**src/rtl/stream_demux_pkg.sv**
```systemverilog
// Shared constants for the registered stream demultiplexer.
package stream_demux_pkg;

  localparam logic MODE_ADDR = 1'b0;
  localparam logic MODE_RR   = 1'b1;

  localparam int unsigned ERR_CNT_W = 8;
  localparam logic [ERR_CNT_W-1:0] ERR_CNT_MAX = '1;

endpackage

```
**src/rtl/stream_demux_if.sv**
```systemverilog
// Producer/consumer handshake bundle of the stream demultiplexer.
// The master modport is the environment side; the slave modport is the demux itself.
interface stream_demux_if #(
  parameter int unsigned DATA_W = 8,
  parameter int unsigned N_CH   = 8,
  parameter int unsigned SEL_W  = $clog2(N_CH)
) ();

  logic              mode;
  logic              s_valid;
  logic              s_ready;
  logic [DATA_W-1:0] s_data;
  logic [SEL_W-1:0]  s_sel;
  logic [N_CH-1:0]   m_valid;
  logic [N_CH-1:0]   m_ready;
  logic [DATA_W-1:0] m_data;

  modport master (
    output mode, s_valid, s_data, s_sel, m_ready,
    input  s_ready, m_valid, m_data
  );

  modport slave (
    input  mode, s_valid, s_data, s_sel, m_ready,
    output s_ready, m_valid, m_data
  );

endinterface

```
**src/rtl/stream_demux_rr_ptr.sv**
```systemverilog
// Modulo-N_CH round-robin pointer; advances by one when en is high.
module stream_demux_rr_ptr #(
  parameter int unsigned N_CH  = 8,
  parameter int unsigned SEL_W = $clog2(N_CH)
) (
  input  logic             clk,
  input  logic             rst,
  input  logic             en,
  output logic [SEL_W-1:0] ptr
);

  localparam logic [SEL_W-1:0] Last = SEL_W'(N_CH - 1);

  logic [SEL_W-1:0] ptr_q, ptr_d;

  always_comb begin
    ptr_d = ptr_q;
    if (en) begin
      ptr_d = (ptr_q == Last) ? '0 : ptr_q + SEL_W'(1);
    end
  end

  always_ff @(posedge clk) begin
    if (rst) begin
      ptr_q <= '0;
    end else begin
      ptr_q <= ptr_d;
    end
  end

  assign ptr = ptr_q;

endmodule

```
**src/rtl/stream_demux_reg.sv**
```systemverilog
// Registered 1-to-N_CH stream demux: one-beat hold register, addressed or round-robin routing,
// saturating count of beats dropped for an out-of-range select.
module stream_demux_reg
  import stream_demux_pkg::*;
#(
  parameter int unsigned DATA_W = 8,
  parameter int unsigned N_CH   = 8,
  parameter int unsigned SEL_W  = $clog2(N_CH)
) (
  input  logic                 clk,
  input  logic                 rst,
  stream_demux_if.slave        bus,
  output logic [SEL_W-1:0]     rr_ptr,
  output logic [ERR_CNT_W-1:0] err_cnt
);

  // One extra bit so N_CH = 2**SEL_W is representable in the range compare.
  localparam logic [SEL_W:0] NumCh = (SEL_W + 1)'(N_CH);

  logic                 hold_valid_q, hold_valid_d;
  logic [SEL_W-1:0]     hold_dest_q, hold_dest_d;
  logic [DATA_W-1:0]    hold_data_q, hold_data_d;
  logic [ERR_CNT_W-1:0] err_cnt_q, err_cnt_d;

  logic [N_CH-1:0]  m_valid_dec;
  logic [SEL_W-1:0] dest;
  logic             take;
  logic             in_ready;
  logic             accept;
  logic             sel_invalid;
  logic             rr_en;

  always_comb begin
    m_valid_dec = '0;
    for (int k = 0; k < N_CH; k++) begin
      m_valid_dec[k] = hold_valid_q && (hold_dest_q == SEL_W'(k));
    end
  end

  // Only the addressed channel's ready can complete the transfer.
  assign take        = |(m_valid_dec & bus.m_ready);
  assign in_ready    = ~hold_valid_q | take;
  assign accept      = bus.s_valid & in_ready;
  assign dest        = (bus.mode == MODE_RR) ? rr_ptr : bus.s_sel;
  assign sel_invalid = (bus.mode == MODE_ADDR) && ({1'b0, bus.s_sel} >= NumCh);
  assign rr_en       = accept && (bus.mode == MODE_RR);

  always_comb begin
    hold_valid_d = hold_valid_q;
    hold_dest_d  = hold_dest_q;
    hold_data_d  = hold_data_q;
    err_cnt_d    = err_cnt_q;
    if (take) begin
      hold_valid_d = 1'b0;
    end
    if (accept) begin
      if (sel_invalid) begin
        if (err_cnt_q != ERR_CNT_MAX) begin
          err_cnt_d = err_cnt_q + ERR_CNT_W'(1);
        end
      end else begin
        hold_valid_d = 1'b1;
        hold_dest_d  = dest;
        hold_data_d  = bus.s_data;
      end
    end
  end

  always_ff @(posedge clk) begin
    if (rst) begin
      hold_valid_q <= 1'b0;
      hold_dest_q  <= '0;
      hold_data_q  <= '0;
      err_cnt_q    <= '0;
    end else begin
      hold_valid_q <= hold_valid_d;
      hold_dest_q  <= hold_dest_d;
      hold_data_q  <= hold_data_d;
      err_cnt_q    <= err_cnt_d;
    end
  end

  stream_demux_rr_ptr #(
    .N_CH  (N_CH),
    .SEL_W (SEL_W)
  ) u_rr_ptr (
    .clk (clk),
    .rst (rst),
    .en  (rr_en),
    .ptr (rr_ptr)
  );

  assign bus.s_ready = in_ready;
  assign bus.m_valid = m_valid_dec;
  assign bus.m_data  = hold_data_q;
  assign err_cnt     = err_cnt_q;

endmodule
```
**src/flat_wrapper.sv**
```systemverilog
// flat-port wrapper written by rule: the top's interface ports become plain ports
module stream_demux_reg_flat import stream_demux_pkg::*;
#(
  parameter int unsigned DATA_W = 8,
  parameter int unsigned N_CH   = 8,
  parameter int unsigned SEL_W  = $clog2(N_CH)
)
  (clk, rst, rr_ptr, err_cnt, bus_mode, bus_s_valid, bus_s_data, bus_s_sel, bus_m_ready, bus_s_ready, bus_m_valid, bus_m_data);
  stream_demux_if #(.DATA_W(DATA_W), .N_CH(N_CH), .SEL_W(SEL_W)) bus_i ();
  input  logic clk;
  input  logic rst;
  output logic [SEL_W-1:0] rr_ptr;
  output logic [ERR_CNT_W-1:0] err_cnt;
  input wire logic [$bits(bus_i.mode)-1:0] bus_mode;
  input wire logic [$bits(bus_i.s_valid)-1:0] bus_s_valid;
  input wire logic [$bits(bus_i.s_data)-1:0] bus_s_data;
  input wire logic [$bits(bus_i.s_sel)-1:0] bus_s_sel;
  input wire logic [$bits(bus_i.m_ready)-1:0] bus_m_ready;
  output wire logic [$bits(bus_i.s_ready)-1:0] bus_s_ready;
  output wire logic [$bits(bus_i.m_valid)-1:0] bus_m_valid;
  output wire logic [$bits(bus_i.m_data)-1:0] bus_m_data;
  assign bus_i.mode = bus_mode;
  assign bus_i.s_valid = bus_s_valid;
  assign bus_i.s_data = bus_s_data;
  assign bus_i.s_sel = bus_s_sel;
  assign bus_i.m_ready = bus_m_ready;
  assign bus_s_ready = bus_i.s_ready;
  assign bus_m_valid = bus_i.m_valid;
  assign bus_m_data = bus_i.m_data;
  stream_demux_reg #(.DATA_W(DATA_W), .N_CH(N_CH), .SEL_W(SEL_W)) u_core (.clk(clk), .rst(rst), .bus(bus_i), .rr_ptr(rr_ptr), .err_cnt(err_cnt));
endmodule
```
**config.mk**
```make
export PLATFORM = sky130hd
export DESIGN_NAME = stream_demux_reg_flat
export DESIGN_NICKNAME = d
export VERILOG_FILES = /design/src/rtl/stream_demux_pkg.sv /design/src/rtl/stream_demux_if.sv /design/src/rtl/stream_demux_rr_ptr.sv /design/src/rtl/stream_demux_reg.sv /design/src/flat_wrapper.sv
export SDC_FILE = /design/constraint.sdc
export NUM_CORES = 1
export LEC_CHECK = 0
export ABC_AREA = 0
export BUFFER_PORTS_ARGS = -buffer_cell sky130_fd_sc_hd__clkbuf_2
export CAP_MARGIN = 10
export CELL_PAD_IN_SITES_DETAIL_PLACEMENT = 2
export CELL_PAD_IN_SITES_GLOBAL_PLACEMENT = 2
export CORE_MARGIN = 5
export CORE_UTILIZATION = 25
export CTS_BUF_LIST = sky130_fd_sc_hd__clkbuf_4 sky130_fd_sc_hd__clkbuf_8
export DETAILED_ROUTE_END_ITERATION = 10
export PLACE_DENSITY = 0.82
export SYNTH_ARGS = -nofsm -noshare
export SYNTH_HDL_FRONTEND = slang
export SYNTH_SLANG_ARGS = --single-unit
```
**constraint.sdc**
```tcl
create_clock -name clk -period 2.1 [get_ports clk]
set_input_delay 0.105 -clock clk [delete_from_list [all_inputs] [get_ports clk]]
set_output_delay 0.105 -clock clk [all_outputs]
set_load 0.01 [all_outputs]
```
# Yosys cells after proc, flatten, opt, wreduce, memory -nomap -nowiden
# Cells that the tools add are included.
# op_classes
addsub,1
multipliers,0
div_mod_pow,0
n_lt_le_gt_ge,0
eq_ne,8
shifts,0
muxes,4
bitwise_logic,4
reduce_logical,12
# op_table
op,count
== test 3 bit (second input constant),5
logical AND 1 bit,9
bitwise AND 8 bit,1
OR reduction 8 bit,1
== test 3 x 2 -> 1 bit (second input constant),2
two-way mux 3 bit,2
adder 3 x 1 -> 3 bit (second input constant),1
== test 3 x 1 -> 1 bit (second input constant),1
zero test 3 bit,1
two-way mux 1 bit,2
nonzero test 2 bit,1
bitwise AND 1 bit,1
NOT 1 bit,1
OR 1 bit,1
# totals
ff_bits,15
latchBits,0
ram_bits,0
mem_bits_ro,0
out_inout_bits,28
word_cells,33
memories,0

# Logic depth before layout (Yosys ltp)
# depth
depth_word,7
ltp_mapped,5

# Modules after synthesis
# Synthesis repeated with hierarchy kept, for this count alone.
# hier_totals
cells_unflattened,120
area_unflattened_um2,1057.3
# modules_own_cells
module,n_inst,cells_per_inst,area_per_inst_um2,seq_area_each_um2
stream_demux_reg,1,107,915.9,240.2
stream_demux_rr_ptr,1,13,141.4,60.1

# Worst setup path before layout
# Ideal clock, no wire load.
# synth_timing
kind,reg2reg
startpoint,register u_core.hold_dest_q[1]
endpoint,"register u_core.u_rr_ptr.ptr_q[0], in the netlist u_core.u_rr_ptr.ptr[0]"
t_arrival_ns,1.619
required_time_ns,1.979
path_slack_ns,0.360
stages_incl_launch_ff,5
path_buffers,0
cell_sequence,dfxtp_1 mux4_2 a22oi_4 a21oi_4 mux2_4
# synth_between
elab_chain_cells,7
elab_cells_between_ends,21
classes_between,eq/ne (7); bitwise (3); reduce/logical (11)
# synth_rtl
element,line_no,rtl
"start, declared",stream_demux_reg.sv:21,"logic [SEL_W-1:0] hold_dest_q, hold_dest_d;"
"start signal, assigned",stream_demux_reg.sv:77,hold_dest_q <= hold_dest_d;
"== test 3 x 1 -> 1 bit, or another cell as far along",stream_demux_reg.sv:36,m_valid_dec[k] = hold_valid_q && (hold_dest_q == SEL_W'(k));
logical AND 1 bit,stream_demux_reg.sv:36,
bitwise AND 8 bit (*),stream_demux_reg.sv:41,assign take = |(m_valid_dec & bus.m_ready);
OR reduction 8 bit (*),stream_demux_reg.sv:41,
OR 1 bit (*),stream_demux_reg.sv:42,assign in_ready = ~hold_valid_q | take;
bitwise AND 1 bit (*),stream_demux_reg.sv:43,assign accept = bus.s_valid & in_ready;
logical AND 1 bit (*),stream_demux_reg.sv:46,assign rr_en = accept && (bus.mode == MODE_RR);
"end signal, assigned",stream_demux_rr_ptr.sv:27,ptr_q <= ptr_d;
"end, declared",stream_demux_rr_ptr.sv:14,"logic [SEL_W-1:0] ptr_q, ptr_d;"
# Every way passes the cells marked *; elsewhere a longest branch is shown, timed or not.
# A chain may end at the register's enable or synchronous reset.

# Worst setup path in the final report
# layout_timing
startpoint,register u_core.hold_dest_q[1]
endpoint,output bus_s_ready
# layout_between
elab_chain_cells,5
elab_cells_between_ends,19
classes_between,eq/ne (7); bitwise (2); reduce/logical (10)
# layout_rtl
element,line_no,rtl
"== test 3 x 1 -> 1 bit, or another cell as far along",stream_demux_reg.sv:36,
logical AND 1 bit,stream_demux_reg.sv:36,
bitwise AND 8 bit (*),stream_demux_reg.sv:41,
OR reduction 8 bit (*),stream_demux_reg.sv:41,
OR 1 bit (*),stream_demux_reg.sv:42,
"end, declared",flat_wrapper.sv:19,output wire logic [$bits(bus_i.s_ready)-1:0] bus_s_ready;
# Marked as above.

==> impl_metrics.json <==
{
  "outcome": "finished clean",
  "hold_ws_ns": 0.0981,
  "h-tree-depth": 1,
  "ys_ff_latch": 15,
  "routedWlPerCell_um": 14.2,
  "crit_family": "multiplexers",
  "power_uw": 760,
  "cts_tree": "yes",
  "cp-end-kind": "primary output",
  "setup_viol": 0,
  "intPower_uw": 536,
  "die_x_um": 71.3,
  "yosys.area.top_type_share_pct": 32.0,
  "grt_antenna_before_repair": 0,
  "power.switching_uw": 224,
  "critPathSlowestCell": "mux4_2",
  "ys_top_cells_by_area": "dfxtp_1, nand2b_1, mux2i_1",
  "cp_max_fo": 7,
  "grt_util_all_layers_pct": 10.8,
  "synth_cells": 101,
  "pwr-share-clk_pct": 33.3,
  "die_y_um": 71.3,
  "fmax_mhz": 517,
  "synth_warnings": 0,
  "holdBufCountCts": 0,
  "top_usage_layer": "met2",
  "grt_use_met3_pct": 2.81,
  "switching_share_pct": 29.5,
  "place_ws_ns": 0.272,
  "routed_wl_um": 2690,
  "fin_nets": 168,
  "synth_area_um2": 938,
  "hpwl_um": 2210,
  "start_util_pct": 25.6,
  "yosysUniqueCellTypes": 23,
  "hold_violations": 0,
  "grt_max_degree": 27,
  "finalSetupTns_ns": 0,
  "fin_ws_ns": 0.166,
  "place_congestion": 0.713,
  "cp_data_required_time_ns": 2.00,
  "seqPwrFrac_pct": 43.2,
  "antenna_cells": 0,
  "grtUsageMet2_pct": 20.5,
  "rsz0062_at_grt": "no",
  "clock_sinks": 15,
  "cellLeakagePower_nw": 0.568,
  "post-cts-setup-buffers": 0,
  "clk_latency_ns": 0.25,
  "powerDensity_mw_per_mm2": 630,
  "met1_usage_pct": 11.3,
  "cp_data_arrival_time_ns": 1.83,
  "seq_area_frac_synth_pct": 32.0,
  "cts_buffers": 3,
  "vias_per_cell": 4.46,
  "port_buffers": 42,
  "power_frac_comb_pct": 23.5,
  "maxCapViolCount": 0,
  "fin_crit_sh_pct": 92.1,
  "syn_avg_cell_area_um2": 9.29,
  "cts_resized": 0,
  "max-clock-path-buffers": 2,
  "worstHoldPathType": "primary input to flop",
  "dp_cells": 186,
  "crit_chain": "mux4_2 > a22oi_4 > nand2_1 > clkbuf_2",
  "first_pass_iters": 2,
  "fin_crit_ns": 1.93,
  "cp_num_buf_inv": 1,
  "route.detailed.drc": 0,
  "grt_pass1_wl_um": 4430,
  "slew_viol_final": 0,
  "fin_skew_ns": 0.00272,
  "synth_top_cell_by_area": "dfxtp_1",
  "core_area_mm2": 0.00366,
  "die_area_mm2": 0.00508,
  "layout-drive-gt1-share_pct": 40.8,
  "boundaryPins": 51,
  "grt-ovfl-total": 0,
  "std_cell_rows": 22,
  "areaGrowthSynthToFinish_pct": 28.5,
  "first_global_vias": 966,
  "vias": 848,
  "clk_pin_slew_ns": 0.06,
  "critPathKind": "flop to primary output",
  "critPathLaunchType": "flop",
  "final_cells": 190,
  "max_stage_delay_ns": 0.54,
  "cts_root_buf": "clkbuf_8",
  "worst_ir_drop_vdd_mv": 0.265,
  "postRouteAntennaNets": 0,
  "drt_iter0_markers": 5
}
## worst paths after layout
path,endpoint,slack [ns],from,cells after the start
worst max-delay path,bus_s_ready,0.17,u_core.hold_dest_q[1]$_SDFFE_PP0P_,4
worst min-delay path,u_core.bus.m_data[7]$_SDFFE_PP0P_,0.1,bus_s_data[7],3
worst max register to register,u_core.u_rr_ptr.ptr[0]$_SDFFE_PP0P_,0.28,u_core.hold_dest_q[1]$_SDFFE_PP0P_,4
worst min register to register,u_core.bus.m_data[6]$_SDFFE_PP0P_,0.48,u_core.bus.m_data[6]$_SDFFE_PP0P_,2
## synthesized netlist by cell type, drive strengths merged
cell,count
inv,4
o31a,1
or3b,1
a21o,1
nand2,7
ha,2
mux2,5
clkbuf,2
buf,10
nand2b,19
a22oi,1
nor3,3
conb,1
a21oi,3
mux2i,11
nor2b,1
a211oi,6
mux4,1
dfxtp,15
nor2,7
## flip-flops by register name, indices dropped and copies added (netlist names)
name / count
u_core.bus.m_data: 8
u_core.hold_dest_q: 3
u_core.hold_valid_q: 1
u_core.u_rr_ptr.ptr: 3
## area by class of cell
type                       count  area [um2]
clock buffer                   4        48.8
fill                         433        2450
tap                           48        60.1
timing repair buffer          42         210
sequential                    15         300
inverter                       4        15.0
multi-input combinational     77         572
## layout by cell type, fill, tap and decap left out, drive strengths merged
master / n
mux2: 5
o31a: 1
or3b: 1
conb: 8
a21oi: 3
a22oi: 1
mux2i: 11
a21o: 1
nand2b: 19
dfxtp: 15
ha: 2
inv: 4
a211oi: 6
mux4: 1
nor3: 3
nor2b: 1
nand2: 7
clkbuf: 46
nor2: 7
## layer usage
| layer | vias up | share of wire [%] |
|---|---|---|
| met5 | - | 0 |
| met4 | 0 | 1.8 |
| met3 | 6 | 8.0 |
| met2 | 36 | 52 |
| met1 | 399 | 38 |
| li1 | 407 | - |
## worst min-delay path: stages
cell	delay (ns)
clkbuf_2	0.08
nand2b_1	0.05
mux2i_1	0.06
## cell families after synthesis
group,count (synthesis),share of synthesized area [%]
AOI/OAI and AO/OA,12,13.1
adders and majority gates,2,2.67
buffers and inverters,16,9.87
DFF,15,32.0
muxes,17,20.5
other,1,0.400
and+or+nand+nor,38,21.5
## stage by stage
step           utilization (%)  area (um2)
2_1_floorplan                -         965
3_3_place_gp              31.6        1160
3_5_place_dp              31.6        1160
4_1_cts                   32.9        1210
5_1_grt                   32.9        1210
6_report                  32.9        1210
## power groups by stage
stage | registers, mW | logic (mW) | clock network [mW]
2_1_floorplan | 0.330 | 0.132 | 0
3_3_place_gp | 0.332 | 0.172 | 0
3_5_place_dp | 0.335 | 0.182 | 0
4_1_cts | 0.329 | 0.183 | 0.268
5_1_grt | 0.332 | 0.199 | 0.273
6_report | 0.328 | 0.179 | 0.253
Note: power is estimated with default switching activity, not from simulation.
